[config.mk]
export PLATFORM = sky130hd
export DESIGN_NAME = assoc_cache_lru
export DESIGN_NICKNAME = d
export VERILOG_FILES = /design/src/rtl/cache_pkg.sv /design/src/rtl/cache_lookup.sv /design/src/rtl/assoc_cache_lru.sv
export SDC_FILE = /design/constraint.sdc
export NUM_CORES = 1
export LEC_CHECK = 0
export ABC_AREA = 0
export BUFFER_PORTS_ARGS = -buffer_cell sky130_fd_sc_hd__buf_2
export CAP_MARGIN = 40
export CELL_PAD_IN_SITES_DETAIL_PLACEMENT = 1
export CELL_PAD_IN_SITES_GLOBAL_PLACEMENT = 2
export CORE_UTILIZATION = 34
export CTS_CLUSTER_DIAMETER = 150
export DETAILED_ROUTE_END_ITERATION = 10
export GPL_ROUTABILITY_DRIVEN = 1
export GPL_TIMING_DRIVEN = 0
export PLACE_DENSITY_LB_ADDON = 0.1
export SYNTH_ARGS = -nofsm -noshare
export SYNTH_HDL_FRONTEND = slang
export SYNTH_SLANG_ARGS = --single-unit
[constraint.sdc]
create_clock -name clk -period 7.3 [get_ports clk]
set_input_delay 1.46 -clock clk [delete_from_list [all_inputs] [get_ports clk]]
set_output_delay 1.46 -clock clk [all_outputs]
set_load 0.05 [all_outputs]
[src/rtl/cache_pkg.sv]
// Shared types for the fully associative LRU cache: FSM encoding and RAM direction codes.
// Latency: n/a (types only).
// Backpressure: n/a.
package cache_pkg;

    // LOOKUP is the cycle after accept, where the registered address is compared against the tags
    typedef enum logic [2:0] {
        ST_IDLE   = 3'd0,
        ST_LOOKUP = 3'd1,
        ST_WB     = 3'd2,
        ST_FILL   = 3'd3,
        ST_RESP   = 3'd4
    } state_t;

    localparam logic RW_READ  = 1'b1;
    localparam logic RW_WRITE = 1'b0;

endpackage

[src/rtl/cache_lookup.sv]
// Tag compare, victim choice and LRU age-decrement vector for the associative cache.
// Latency: purely combinational.
// Backpressure: none; outputs follow the inputs within the cycle.
module cache_lookup #(
    parameter int ENTRIES = 4,
    parameter int A_WIDTH = 8,
    parameter int AGE_W   = 2
) (
    input  logic [A_WIDTH-1:0]              addr,
    input  logic [ENTRIES-1:0]              valid,
    input  logic [ENTRIES-1:0][A_WIDTH-1:0] tags,
    input  logic [ENTRIES-1:0][AGE_W-1:0]   ages,
    output logic                            hit,
    output logic [AGE_W-1:0]                hit_idx,
    output logic [AGE_W-1:0]                victim_idx,
    output logic [ENTRIES-1:0]              dec_vec
);

    logic             found_inv;
    logic [AGE_W-1:0] hit_age;

    // Find the (at most one) line whose tag matches the address
    always_comb begin
        hit     = 1'b0;
        hit_idx = '0;
        for (int i = 0; i < ENTRIES; i++) begin
            if (valid[i] && (tags[i] == addr) && !hit) begin
                hit     = 1'b1;
                hit_idx = AGE_W'(i);
            end
        end
    end

    // Victim: lowest-index invalid line wins, otherwise the line whose age has reached 0
    always_comb begin
        victim_idx = '0;
        found_inv  = 1'b0;
        for (int i = 0; i < ENTRIES; i++) begin
            if (valid[i] && (ages[i] == '0)) begin
                victim_idx = AGE_W'(i);
            end
        end
        for (int i = 0; i < ENTRIES; i++) begin
            if (!valid[i] && !found_inv) begin
                found_inv  = 1'b1;
                victim_idx = AGE_W'(i);
            end
        end
    end

    // On a hit only lines younger than the hit line age; on allocate every valid line ages, floored at 0
    always_comb begin
        hit_age = ages[hit_idx];
        dec_vec = '0;
        for (int i = 0; i < ENTRIES; i++) begin
            dec_vec[i] = valid[i] && (hit ? (ages[i] > hit_age) : (ages[i] != '0));
        end
    end

endmodule

[src/rtl/assoc_cache_lru.sv]
// Fully associative write-back cache, true-LRU replacement; CACHE_STATS_EN adds hit/miss/wb counters.
// Latency: hit / clean write miss 2 cycles, read miss 3 + RAM wait, dirty victim adds one RAM write-back.
// Backpressure: req_ready only in IDLE; RAM side holds mem_ce until mem_ack; rsp_valid is never stalled.
module assoc_cache_lru
    import cache_pkg::*;
#(
    parameter int D_WIDTH = 8,
    parameter int A_WIDTH = 8,
    parameter int ENTRIES = 4
`ifdef CACHE_STATS_EN
    ,
    parameter int STAT_W  = 16
`endif
) (
    input  logic               clk,
    input  logic               clr,
    input  logic               req_valid,
    output logic               req_ready,
    input  logic               req_rw,
    input  logic [A_WIDTH-1:0] req_addr,
    input  logic [D_WIDTH-1:0] req_wdata,
    output logic               rsp_valid,
    output logic [D_WIDTH-1:0] rsp_rdata,
    output logic               mem_ce,
    output logic               mem_rw,
    output logic [A_WIDTH-1:0] mem_addr,
    output logic [D_WIDTH-1:0] mem_wdata,
    input  logic [D_WIDTH-1:0] mem_rdata,
    input  logic               mem_ack
`ifdef CACHE_STATS_EN
    ,
    output logic [STAT_W-1:0]  hit_cnt,
    output logic [STAT_W-1:0]  miss_cnt,
    output logic [STAT_W-1:0]  wb_cnt
`endif
);

    localparam int              AGE_W   = $clog2(ENTRIES);
    localparam logic [AGE_W-1:0] AGE_MAX = AGE_W'(ENTRIES - 1);

    state_t                            state_q, state_d;
    logic                              req_rw_q, req_rw_d;
    logic [A_WIDTH-1:0]                req_addr_q, req_addr_d;
    logic [D_WIDTH-1:0]                req_wdata_q, req_wdata_d;
    logic [AGE_W-1:0]                  victim_q, victim_d;
    logic [ENTRIES-1:0]                valid_q, valid_d;
    logic [ENTRIES-1:0]                dirty_q, dirty_d;
    logic [ENTRIES-1:0][A_WIDTH-1:0]   tag_q, tag_d;
    logic [ENTRIES-1:0][D_WIDTH-1:0]   data_q, data_d;
    logic [ENTRIES-1:0][AGE_W-1:0]     age_q, age_d;
    logic                              rsp_valid_q, rsp_valid_d;
    logic [D_WIDTH-1:0]                rsp_rdata_q, rsp_rdata_d;
    logic                              mem_ce_q, mem_ce_d;
    logic                              mem_rw_q, mem_rw_d;
    logic [A_WIDTH-1:0]                mem_addr_q, mem_addr_d;
    logic [D_WIDTH-1:0]                mem_wdata_q, mem_wdata_d;

    logic                              hit;
    logic [AGE_W-1:0]                  hit_idx;
    logic [AGE_W-1:0]                  victim_idx;
    logic [ENTRIES-1:0]                dec_vec;

    // Per-cycle line update request from the FSM
    logic                              touch;
    logic                              line_wr;
    logic [AGE_W-1:0]                  line_idx;
    logic [D_WIDTH-1:0]                line_data;
    logic                              line_dirty;

    cache_lookup #(
        .ENTRIES (ENTRIES),
        .A_WIDTH (A_WIDTH),
        .AGE_W   (AGE_W)
    ) u_lookup (
        .addr       (req_addr_q),
        .valid      (valid_q),
        .tags       (tag_q),
        .ages       (age_q),
        .hit        (hit),
        .hit_idx    (hit_idx),
        .victim_idx (victim_idx),
        .dec_vec    (dec_vec)
    );

    // FSM next state, RAM port, response and line/age updates
    always_comb begin
        state_d     = state_q;
        req_rw_d    = req_rw_q;
        req_addr_d  = req_addr_q;
        req_wdata_d = req_wdata_q;
        victim_d    = victim_q;
        valid_d     = valid_q;
        dirty_d     = dirty_q;
        tag_d       = tag_q;
        data_d      = data_q;
        age_d       = age_q;
        rsp_rdata_d = rsp_rdata_q;
        mem_ce_d    = mem_ce_q;
        mem_rw_d    = mem_rw_q;
        mem_addr_d  = mem_addr_q;
        mem_wdata_d = mem_wdata_q;
        touch       = 1'b0;
        line_wr     = 1'b0;
        line_idx    = victim_q;
        line_data   = req_wdata_q;
        line_dirty  = 1'b1;

        case (state_q)
            ST_IDLE: begin
                if (req_valid) begin
                    req_rw_d    = req_rw;
                    req_addr_d  = req_addr;
                    req_wdata_d = req_wdata;
                    state_d     = ST_LOOKUP;
                end
            end
            ST_LOOKUP: begin
                victim_d = victim_idx;
                if (hit) begin
                    touch    = 1'b1;
                    line_idx = hit_idx;
                    if (req_rw_q == RW_READ) begin
                        rsp_rdata_d = data_q[hit_idx];
                    end else begin
                        line_wr = 1'b1;
                    end
                    state_d = ST_RESP;
                end else if (valid_q[victim_idx] && dirty_q[victim_idx]) begin
                    mem_ce_d    = 1'b1;
                    mem_rw_d    = RW_WRITE;
                    mem_addr_d  = tag_q[victim_idx];
                    mem_wdata_d = data_q[victim_idx];
                    state_d     = ST_WB;
                end else if (req_rw_q == RW_READ) begin
                    mem_ce_d   = 1'b1;
                    mem_rw_d   = RW_READ;
                    mem_addr_d = req_addr_q;
                    state_d    = ST_FILL;
                end else begin
                    // Single-word line: a write miss allocates without fetching
                    touch    = 1'b1;
                    line_wr  = 1'b1;
                    line_idx = victim_idx;
                    state_d  = ST_RESP;
                end
            end
            ST_WB: begin
                if (mem_ack) begin
                    mem_ce_d = 1'b0;
                    if (req_rw_q == RW_READ) begin
                        state_d = ST_FILL;
                    end else begin
                        touch   = 1'b1;
                        line_wr = 1'b1;
                        state_d = ST_RESP;
                    end
                end
            end
            ST_FILL: begin
                if (!mem_ce_q) begin
                    // Arrived from WB: mem_ce was low for one cycle, start the fill now
                    mem_ce_d   = 1'b1;
                    mem_rw_d   = RW_READ;
                    mem_addr_d = req_addr_q;
                end else if (mem_ack) begin
                    mem_ce_d    = 1'b0;
                    touch       = 1'b1;
                    line_wr     = 1'b1;
                    line_data   = mem_rdata;
                    line_dirty  = 1'b0;
                    rsp_rdata_d = mem_rdata;
                    state_d     = ST_RESP;
                end
            end
            ST_RESP: begin
                state_d = ST_IDLE;
            end
            default: begin
                state_d = ST_IDLE;
            end
        endcase

        if (touch) begin
            for (int i = 0; i < ENTRIES; i++) begin
                if (dec_vec[i]) begin
                    age_d[i] = age_q[i] - AGE_W'(1);
                end
            end
            age_d[line_idx] = AGE_MAX;
        end

        if (line_wr) begin
            valid_d[line_idx] = 1'b1;
            dirty_d[line_idx] = line_dirty;
            tag_d[line_idx]   = req_addr_q;
            data_d[line_idx]  = line_data;
        end

        rsp_valid_d = (state_d == ST_RESP);
    end

    // State registers; clr abandons any access and discards all lines
    always_ff @(posedge clk) begin
        if (clr) begin
            state_q     <= ST_IDLE;
            req_rw_q    <= 1'b0;
            req_addr_q  <= '0;
            req_wdata_q <= '0;
            victim_q    <= '0;
            valid_q     <= '0;
            dirty_q     <= '0;
            tag_q       <= '0;
            data_q      <= '0;
            age_q       <= '0;
            rsp_valid_q <= 1'b0;
            rsp_rdata_q <= '0;
            mem_ce_q    <= 1'b0;
            mem_rw_q    <= 1'b0;
            mem_addr_q  <= '0;
            mem_wdata_q <= '0;
        end else begin
            state_q     <= state_d;
            req_rw_q    <= req_rw_d;
            req_addr_q  <= req_addr_d;
            req_wdata_q <= req_wdata_d;
            victim_q    <= victim_d;
            valid_q     <= valid_d;
            dirty_q     <= dirty_d;
            tag_q       <= tag_d;
            data_q      <= data_d;
            age_q       <= age_d;
            rsp_valid_q <= rsp_valid_d;
            rsp_rdata_q <= rsp_rdata_d;
            mem_ce_q    <= mem_ce_d;
            mem_rw_q    <= mem_rw_d;
            mem_addr_q  <= mem_addr_d;
            mem_wdata_q <= mem_wdata_d;
        end
    end

    assign req_ready = (state_q == ST_IDLE);
    assign rsp_valid = rsp_valid_q;
    assign rsp_rdata = rsp_rdata_q;
    assign mem_ce    = mem_ce_q;
    assign mem_rw    = mem_rw_q;
    assign mem_addr  = mem_addr_q;
    assign mem_wdata = mem_wdata_q;

`ifdef CACHE_STATS_EN
    logic [STAT_W-1:0] hit_cnt_q, hit_cnt_d;
    logic [STAT_W-1:0] miss_cnt_q, miss_cnt_d;
    logic [STAT_W-1:0] wb_cnt_q, wb_cnt_d;

    // Saturating event counters: one lookup result per request, one count per acked write-back
    always_comb begin
        hit_cnt_d  = hit_cnt_q;
        miss_cnt_d = miss_cnt_q;
        wb_cnt_d   = wb_cnt_q;
        if ((state_q == ST_LOOKUP) && hit && (hit_cnt_q != '1)) begin
            hit_cnt_d = hit_cnt_q + STAT_W'(1);
        end
        if ((state_q == ST_LOOKUP) && !hit && (miss_cnt_q != '1)) begin
            miss_cnt_d = miss_cnt_q + STAT_W'(1);
        end
        if ((state_q == ST_WB) && mem_ack && (wb_cnt_q != '1)) begin
            wb_cnt_d = wb_cnt_q + STAT_W'(1);
        end
    end

    // Counter registers
    always_ff @(posedge clk) begin
        if (clr) begin
            hit_cnt_q  <= '0;
            miss_cnt_q <= '0;
            wb_cnt_q   <= '0;
        end else begin
            hit_cnt_q  <= hit_cnt_d;
            miss_cnt_q <= miss_cnt_d;
            wb_cnt_q   <= wb_cnt_d;
        end
    end

    assign hit_cnt  = hit_cnt_q;
    assign miss_cnt = miss_cnt_q;
    assign wb_cnt   = wb_cnt_q;
`endif

endmodule

== Word-level counts from Yosys, hierarchy flattened ==
Cells that the tools add are included.
Word-level totals
  bits in registers: 129
  latch bits: 0
  memory bits (writable): 0
  memory bits (read-only): 0
  bits of input ports: 29
  output and inout bits: 28
  logic and storage cells: 194
  memories: 0
Cells by class
  $add $sub $neg: 4
  multipliers: 0
  divide/modulo/power cells: 0
  $lt $le $gt $ge: 8
  equal/unequal tests: 16
  shift operators: 0
  mux-type cells: 96
  bitwise gates (word level): 3
  reduce and logical (&&, ||, !) cells: 42
Operator list (number)
  8-bit 2-to-1 mux: 15
  32-bit bitwise mux: 2
  8-bit binary-select mux with 2-bit select: 3
  2-bit 2-to-1 mux: 22
  1-bit 2-to-1 mux: 33
  8-bit == test: 4
  8-bit case mux with 2 select lines: 2
  3-bit 2-to-1 mux: 7
  1-bit logical AND: 19
  8-bit demux with 2-bit select: 1
  2-bit inequality test, second input constant: 6
  3-bit case mux with 4 select lines: 1
  2-bit nonzero test: 5
  2-bit by 3-bit < comparator with 1-bit output, second input constant: 3
  1-bit case mux with 3 select lines: 3
  2-bit > comparator: 4
  1-bit logical NOT: 8
  8-bit OR: 1
  4-bit AND reduction: 2
  2-bit by 1-bit subtractor with 2-bit output, second input constant: 4
  3-bit by 2-bit == test with 1-bit output, second input constant: 2
  2-bit logical NOT: 3
  5-bit AND reduction: 1
  1-bit binary-select mux with 2-bit select: 2
  other kinds (16): 16

== Logic depth before layout (Yosys ltp) ==
Gate-level depths: netlist (run 1).
  depth in word-level cells: 20
  depth in mapped cells: 15
  depth with buffers taken out: 13

== Hierarchy ==
Synthesis (run 1) repeated with hierarchy kept, for this count alone.
Second synthesis, totals
  cell total of the unflattened synthesis: 730
  area total of the unflattened synthesis: 6797.8 sq um
By module, submodules not included
  assoc_cache_lru: instances 1, cells each 619, area an instance 5994.5 sq um, sequential area each 2582.5 sq um
  cache_lookup: instances 1, cells each 111, area an instance 803.3 sq um, sequential area each 0.0 sq um

== Worst setup path after synthesis (run 1) ==
OpenSTA, ideal clock, no wires.
  path type: register to register
  start: register req_addr_q[7]
  end: register age_q[1] (netlist name)
  arrival time: 3.415 ns
  setup slack: 3.758 ns
  cell stages (with the launch flop): 16
  buffers on the path: 2
  clock period less this slack: 3.542 ns
  cell sequence: dfxtp_1 > buf_4 > xnor2_1 > nand4_2 > nor3_2 > buf_2 > a21oi_1 > nor2_2 > a211oi_1 > a21oi_1 > ha_1 > a311o_1 > a21oi_1 > o31ai_1 > o21ba_2 > or3_1
Between the ends
  word-level cells in the longest chain between the ends: 20
  elaborated cells between the ends (all ways): 38
Ends and longest elaborated chain
  from (decl): line assoc_cache_lru.sv:43  | logic [A_WIDTH-1:0] req_addr_q, req_addr_d;
  from (signal assigned): line assoc_cache_lru.sv:224  | req_addr_q <= req_addr_d;
  8-bit == test: line cache_lookup.sv:27  | if (valid[i] && (tags[i] == addr) && !hit) begin
  1-bit logical AND: line cache_lookup.sv:27
  1-bit 2-to-1 mux: line cache_lookup.sv:27
  1-bit logical NOT: line cache_lookup.sv:27
  1-bit logical AND: line cache_lookup.sv:27
  1-bit 2-to-1 mux: line cache_lookup.sv:27
  1-bit logical NOT: line cache_lookup.sv:27
  1-bit logical AND: line cache_lookup.sv:27
  [4 not listed]
  2-bit binary-select mux with 2-bit select: line cache_lookup.sv:53  | hit_age = ages[hit_idx];
  2-bit 2-to-1 mux (implied by the code): line cache_lookup.sv:53
  2-bit > comparator: line cache_lookup.sv:56  | dec_vec[i] = valid[i] && (hit ? (ages[i] > hit_age) : (ages[i] != '0));
  1-bit 2-to-1 mux: line cache_lookup.sv:56
  1-bit logical AND: line cache_lookup.sv:56
  2-bit 2-to-1 mux: line assoc_cache_lru.sv:185  | if (dec_vec[i]) begin
  2-bit 2-to-1 mux: line assoc_cache_lru.sv:183  | if (touch) begin
  8-bit OR (no line)
  to (signal assigned): line assoc_cache_lru.sv:231  | age_q <= age_d;
  to (decl): line assoc_cache_lru.sv:50  | logic [ENTRIES-1:0][AGE_W-1:0] age_q, age_d;
Parallel ways exist; a longest one is shown, timed or not. The select of a mux whose other input is x is not followed.
A chain may end at the register's enable or synchronous reset.

== Final worst setup path (run 1) ==
  start: register req_addr_q[3]
  end: register age_q[5] (netlist name)
The elaborated chain is that of the path after synthesis.

==> flow_summary.json, run 1 <==
{
  "multi_input_area_mm2": 0.00448,
  "num-nets-final": 1038,
  "netlist_area_mm2": 0.00745,
  "routed_wl_um": 29100,
  "fp-row-count": 53,
  "fin_area_mm2": 0.00872,
  "cts_sinks": 129,
  "rr_worst_depth": 15,
  "synth-compound-area-share_pct": 20.6,
  "fmax_mhz": 220,
  "end_kind": "flip-flop",
  "ys_seq_area_share_pct": 34.7,
  "power_frac_seq_pct": 37.8,
  "drt_pass1_iterations": 5,
  "start_util_pct": 35.1,
  "syn2layout_area_growth_pct": 17.1,
  "antenna_found_initial": 0,
  "seq_area_mm2": 0.00258,
  "io_pins": 57,
  "drtIter0Drc": 435,
  "path_max_fanout": 10,
  "synth_area_leaders": "dfxtp_1 (35%), nand2_1 (7.0%), a21oi_1 (5.9%)",
  "dpl.hpwl_um": 21400,
  "finalSetupViolCount": 0,
  "sw_frac_of_total_pct": 31.7,
  "worstSetupPathType": "reg2reg",
  "cts_buffers": 17,
  "synth_cell_types": 83,
  "post_dp_cell_area_mm2": 0.00813,
  "cp.arrival_ns": 4.89,
  "synth_area_leader_cell": "dfxtp_1",
  "power.switching_uw": 616,
  "drt.antenna.violating_nets": 0,
  "ys.flop_type": "dfxtp_1",
  "drive_above_1_share_pct": 15.5,
  "fin_crit_sh_pct": 62.3,
  "p_per_area_mw_per_mm2": 223,
  "synth_top_family_by_area": "simple AND/OR/NAND/NOR gates",
  "r2r-end": "age_q[5]",
  "fp.dieH_um": 150,
  "antenna_cells": 0,
  "synth.avg_cell_area_um2": 8.10,
  "root_buffer": "clkbuf_16",
  "rrSetupSlack_ns": 2.75,
  "critPathLaunchType": "flip-flop",
  "syn_nets": 957,
  "power_frac_clock_pct": 46.3,
  "rsz0062_at_grt": "no",
  "hold_path.class": "reg2reg",
  "reg2reg_from": "req_addr_q[3]",
  "vias_per_cell": 5.61,
  "endpoint": "age_q[5]",
  "tightestPinTransition_ns": 0.936,
  "route.vias.total": 7224,
  "grt_max_degree": 17,
  "drc": 0,
  "post_synth_fa_ha_maj_area_fraction_pct": 1.34,
  "tritoncts": "yes",
  "place.gp.congestion": 0.856,
  "die_width_um": 150,
  "grt_pass1_wl_um": 44500,
  "leakage_uw": 0.00321,
  "clkTransAtPathRegs_ns": 0.07,
  "fin_crit_ns": 4.55,
  "synth_simple_gate_area_share_pct": 25.8,
  "overflow": 0,
  "hold_viol_final": 0,
  "synthArstFlopShare_pct": 0,
  "drv_cap": 0,
  "final.setup.tns_ns": 0,
  "synth.area.mux_share_pct": 8.48,
  "synth-seq-cells": 129,
  "peakVddDrop_uv": 128,
  "cts_max_path_buffers": 2,
  "synth_edf_count": 0,
  "ctsResizeCount": 0,
  "yosysTopAreaCellShare_pct": 34.7,
  "synth_xor_area_share_pct": 3.96,
  "worstPathRequired_ns": 7.64,
  "grtUsageTotal_pct": 26.9,
  "wl_per_cell_um": 22.6,
  "combPwrFrac_pct": 15.9,
  "slew_headroom_pct": 37.3,
  "syn-instance-count": 920,
  "clock_latency_ns": 0.43,
  "startpoint": "req_addr_q[3]",
  "core-area_mm2": 0.0212,
  "intPower_uw": 1330,
  "io_buffer_count": 55,
  "finClkSkew_ns": 0.0114,
  "maxSlewViolCount": 0,
  "fill_cells": 2623,
  "ys_warn_count": 0,
  "die_area_mm2": 0.0225,
  "grt_pass1_vias": 7282,
  "status": "finished, final reports clean",
  "hold_buffers": 0,
  "h-tree-depth": 4,
  "cts_setup_buffers": 0
}
[cell usage in the layout, fill, tap and decap left out, types with 16 or more instances in the layout]
cell | netlist | layout
nor2_1 | 89 | 89
clkbuf_1 | 34 | 34
nor3_1 | 17 | 17
buf_2 | 15 | 71
a21oi_1 | 88 | 88
inv_1 | 16 | 16
xnor2_1 | 30 | 30
nand2_1 | 138 | 138
o21ai_0 | 22 | 22
mux2_1 | 32 | 32
mux2i_1 | 26 | 26
dfxtp_1 | 129 | 129
nand4_1 | 21 | 21
nand3_1 | 36 | 36
clkbuf_16 | 0 | 17
a311oi_1 | 18 | 18
nor2b_1 | 33 | 33
[per-layer routing]
layer / track usage (%) / vias up / share of wire, %
met2: 43.3 / 119 / 47
met5: 0 / - / 0
met3: 3.81 / 32 / 3.0
met4: 8.99 / 0 / 2.4
met1: 36.5 / 3605 / 48
li1: - / 3468 / -
[cells by family (layout without fill, tap and decap cells)]
| kind of cell | Yosys count | count (layout) |
|---|---|---|
| simple gates | 385 | 385 |
| compound gates | 226 | 226 |
| xor+xnor | 32 | 32 |
| flops | 129 | 129 |
| mux | 59 | 59 |
| buf+inv | 81 | 174 |
| fa+ha+maj | 8 | 8 |
[sequential cells by signal, indices dropped and copies added (netlist names)]
register	cells
req_addr_q	8
rsp_rdata	8
mem_wdata	8
state_q	3
req_wdata_q	8
tag_q	32
age_q	8
valid_q	4
mem_addr	8
mem_ce	1
victim_q	2
dirty_q	4
req_rw_q	1
data_q	32
rsp_valid	1
mem_rw	1
[worst min-delay path by stage]
stage,startpoint,end,slack (ns),cells past startpoint
floorplan,req_wdata_q[0],req_wdata_q[0],0.44,2
global placement,req_wdata_q[7],req_wdata_q[7],0.45,2
detailed placement,mem_wdata[0],mem_wdata[0],0.45,2
CTS,mem_wdata[0],mem_wdata[0],0.46,2
global route,mem_wdata[6],mem_wdata[6],0.48,2
finish,mem_wdata[0],mem_wdata[0],0.45,2
[layout make-up]
class                   count  share of cell area [%]
repair buffers             62                    3.82
multi-input cells         710                    51.4
well taps                 275                    3.94
clock buffers              17                    4.88
inverters                  18                   0.775
plain buffers              63                    3.66
clock inverters            14                    1.95
flip-flops and latches    129                    29.6
[synthesized netlist by cell type (3+ instances only)]
| master | n |
|---|---|
| dfxtp_1 | 129 |
| a211oi_1 | 14 |
| o21a_1 | 3 |
| mux2_1 | 32 |
| ha_1 | 8 |
| buf_4 | 9 |
| nor4_1 | 7 |
| nor2b_1 | 33 |
| a21o_1 | 3 |
| nor2_1 | 89 |
| nand2b_1 | 3 |
| buf_2 | 15 |
| or3_1 | 7 |
| inv_1 | 16 |
| o211ai_1 | 14 |
| nand3_1 | 36 |
| nand2_1 | 138 |
| nor3_1 | 17 |
| o21ai_0 | 22 |
| a31oi_1 | 6 |
| buf_6 | 4 |
| a21oi_1 | 88 |
| nor3_2 | 3 |
| clkbuf_1 | 34 |
| xnor2_1 | 30 |
| a221oi_1 | 3 |
| o21ai_1 | 14 |
| a311oi_1 | 18 |
| mux2i_1 | 26 |
| o31ai_1 | 11 |
| or4_1 | 3 |
| nand4_1 | 21 |
[power groups by stage]
stage	Clock (µW)	Sequential (µW)	Combinational, µW
finish	900	735	310
global route	943	737	335
CTS	912	735	310
detailed placement	0	751	309
global placement	0	750	304
floorplan	0	756	197
[per-stage QoR]
stage	power [µW]	setup WS (ns)	hold WS [ns]	cells	utilization [%]
final	1950	2.75	0.455	1288	41.1
after CTS	1960	2.76	0.460	1288	41.1
after detailed placement	1060	2.78	0.449	1257	38.3
after global routing	2020	2.47	0.477	1288	41.1
after global placement	1050	2.87	0.446	1250	38.0
after floorplan	953	3.76	0.437	920	-
[critical path, stage by stage (launching register included)]
cell and delay, ns:
dfxtp_1 0.30, buf_4 0.18, xnor2_1 0.18, nand3_1 0.28
nor3_2 0.37, buf_2 0.30, a21oi_1 0.08, nor2_2 0.68
a211oi_1 0.08, a21oi_1 0.40, ha_1 0.33, a311o_1 0.27
a211oi_1 0.20, nor3_1 0.10, or4_1 0.51, a31oi_1 0.18
Power figures use the tool's default switching activity.
==> run 2: changes to the inputs <==
Clock period 7.3 ns to 4.7 ns, I/O delays scaled along.
==> flow_summary.json, run 2 (same netlist as run 1, synthesis figures left out) <==
{
  "status": "finished, final reports clean",
  "fin_total_pwr_uw": 3020,
  "cp.arrival_ns": 4.71,
  "grt.busiest_layer": "met2",
  "peakVddDrop_uv": 199,
  "fmax_mhz": 229,
  "top_regs": "data_q x32, tag_q x32",
  "clock_latency_ns": 0.43,
  "cts_max_path_buffers": 2,
  "antenna_cells": 0,
  "num-nets-final": 1038,
  "final.setup.tns_ns": 0,
  "fp-row-count": 53,
  "final_common_cell": "nand2_1",
  "h-tree-depth": 4,
  "routed_wl_um": 29100,
  "vias_per_cell": 5.64,
  "grt_pass1_vias": 7282,
  "rrSetupSlack_ns": 0.34,
  "place.gp.congestion": 0.856,
  "min_from": "mem_wdata[0]",
  "clkTransAtPathRegs_ns": 0.07,
  "tritoncts": "yes",
  "maxSlewViolCount": 0,
  "die_area_mm2": 0.0225,
  "critPathLaunchType": "flip-flop",
  "met1_usage_pct": 36.5,
  "cts_sinks": 129,
  "finalSetupViolCount": 0,
  "drtIter0Drc": 409,
  "met2_usage_pct": 43.3,
  "hold_viol_final": 0,
  "grtUsageTotal_pct": 26.9,
  "fin_crit_ns": 4.36,
  "route.vias.total": 7269,
  "core-area_mm2": 0.0212,
  "cts_setup_buffers": 0,
  "tightestPinTransition_ns": 0.942,
  "drc": 0,
  "final_cell_mix": "nand2_1 (138), dfxtp_1 (129), nor2_1 (89)",
  "fin_crit_sh_pct": 92.8,
  "path_max_fanout": 10,
  "r2r-end": "age_q[5]",
  "finClkSkew_ns": 0.0114,
  "p_per_area_mw_per_mm2": 346,
  "syn2layout_area_growth_pct": 17.1,
  "wl_per_cell_um": 22.6,
  "cts_buffers": 17,
  "end_kind": "flip-flop",
  "drt_pass1_iterations": 5,
  "drive_above_1_share_pct": 15.5,
  "slew_headroom_pct": 36.9,
  "io_buffer_count": 55,
  "fill_cells": 2623,
  "antenna_found_initial": 0,
  "rsz0062_at_grt": "no",
  "reg2reg_from": "req_addr_q[2]",
  "fp.dieH_um": 150,
  "drt.antenna.violating_nets": 0,
  "hold_path.class": "reg2reg",
  "io_pins": 57,
  "die_width_um": 150,
  "drv_cap": 0,
  "leakage_uw": 0.00321,
  "grt_pass1_wl_um": 44500,
  "dpl.hpwl_um": 21400,
  "overflow": 0,
  "grt_max_degree": 17,
  "worstPathRequired_ns": 5.04,
  "grtUsageMet3_pct": 3.81,
  "worstSetupPathType": "reg2reg",
  "rr_worst_depth": 14,
  "root_buffer": "clkbuf_16",
  "worstHoldPathCells": 2,
  "start_util_pct": 35.1,
  "min_to": "mem_wdata[0]"
}
run 2: cell count changes in the layout (fill, tap and decap cells not counted):
| cell | change |
|---|---|
| nor2_2 | -1 |
| nor2_4 | +1 |
run 2: timing repair:
item | CTS | global route
setup endpoints to repair | 0 | 3
hold buffers | 0 | 0
gates resized for setup | 0 | 1
run 2: per-stage QoR:
stage               setup slack, ns  instances  util [%]  area [µm²]  hold WS [ns]
CTS                           0.157       1288      41.1        8720         0.460
detailed placement            0.182       1257      38.3        8130         0.449
floorplan                      1.16        920         -        7450         0.437
global route                 0.0861       1288      41.1        8730         0.477
global placement              0.268       1250      38.0        8070         0.446
finish                        0.336       1288      41.1        8730         0.455
run 2: cell type report:
class	count	area, µm²	area share, %
Clock inverter	14	170	1.95
Inverter	18	67.6	0.774
Tap cell	275	344	3.94
Timing Repair Buffer	62	333	3.81
Clock buffer	17	425	4.87
Sequential cell	129	2580	29.6
Multi-Input combinational cell	710	4490	51.4
Buffer	63	319	3.66
run 2: worst max-delay path by stage:
stage                  startpoint  endpoint  slack [ns]  cells past startpoint
finish              req_addr_q[2]  age_q[5]        0.34                     14
global route        req_addr_q[2]  age_q[5]        0.09                     14
floorplan           req_addr_q[7]  age_q[1]        1.16                     15
detailed placement  req_addr_q[3]  age_q[1]        0.18                     15
CTS                 req_addr_q[3]  age_q[5]        0.16                     15
global placement    req_addr_q[3]  age_q[1]        0.27                     15
run 2: per-layer routing:
| metal | wire length, µm | part of all wire [%] |
|---|---|---|
| met1 | 13800 | 47 |
| met2 | 13600 | 47 |
| met3 | 953 | 3.3 |
| met4 | 700 | 2.4 |
| met5 | 0 | 0 |
run 2: worst max-delay path: stages (launching register included):
cell and delay [ns]:
dfxtp_1 0.30, buf_4 0.18, xnor2_2 0.19, nand3_2 0.19, or4_1 0.62, o211ai_1 0.21, buf_2 0.44, a21oi_1 0.14
a21oi_1 0.40, ha_1 0.33, a311o_1 0.27, a211oi_1 0.19, nor3_1 0.10, or4_1 0.51, a31oi_1 0.18
run 2: report_power, final:
part	internal, µW	leakage [µW]	switching (µW)	total [µW]
logic	143	0.00188	338	481
clock network	800	0.000288	598	1400
registers	1120	0.00104	20.7	1140
total	2060	0.00321	957	3020
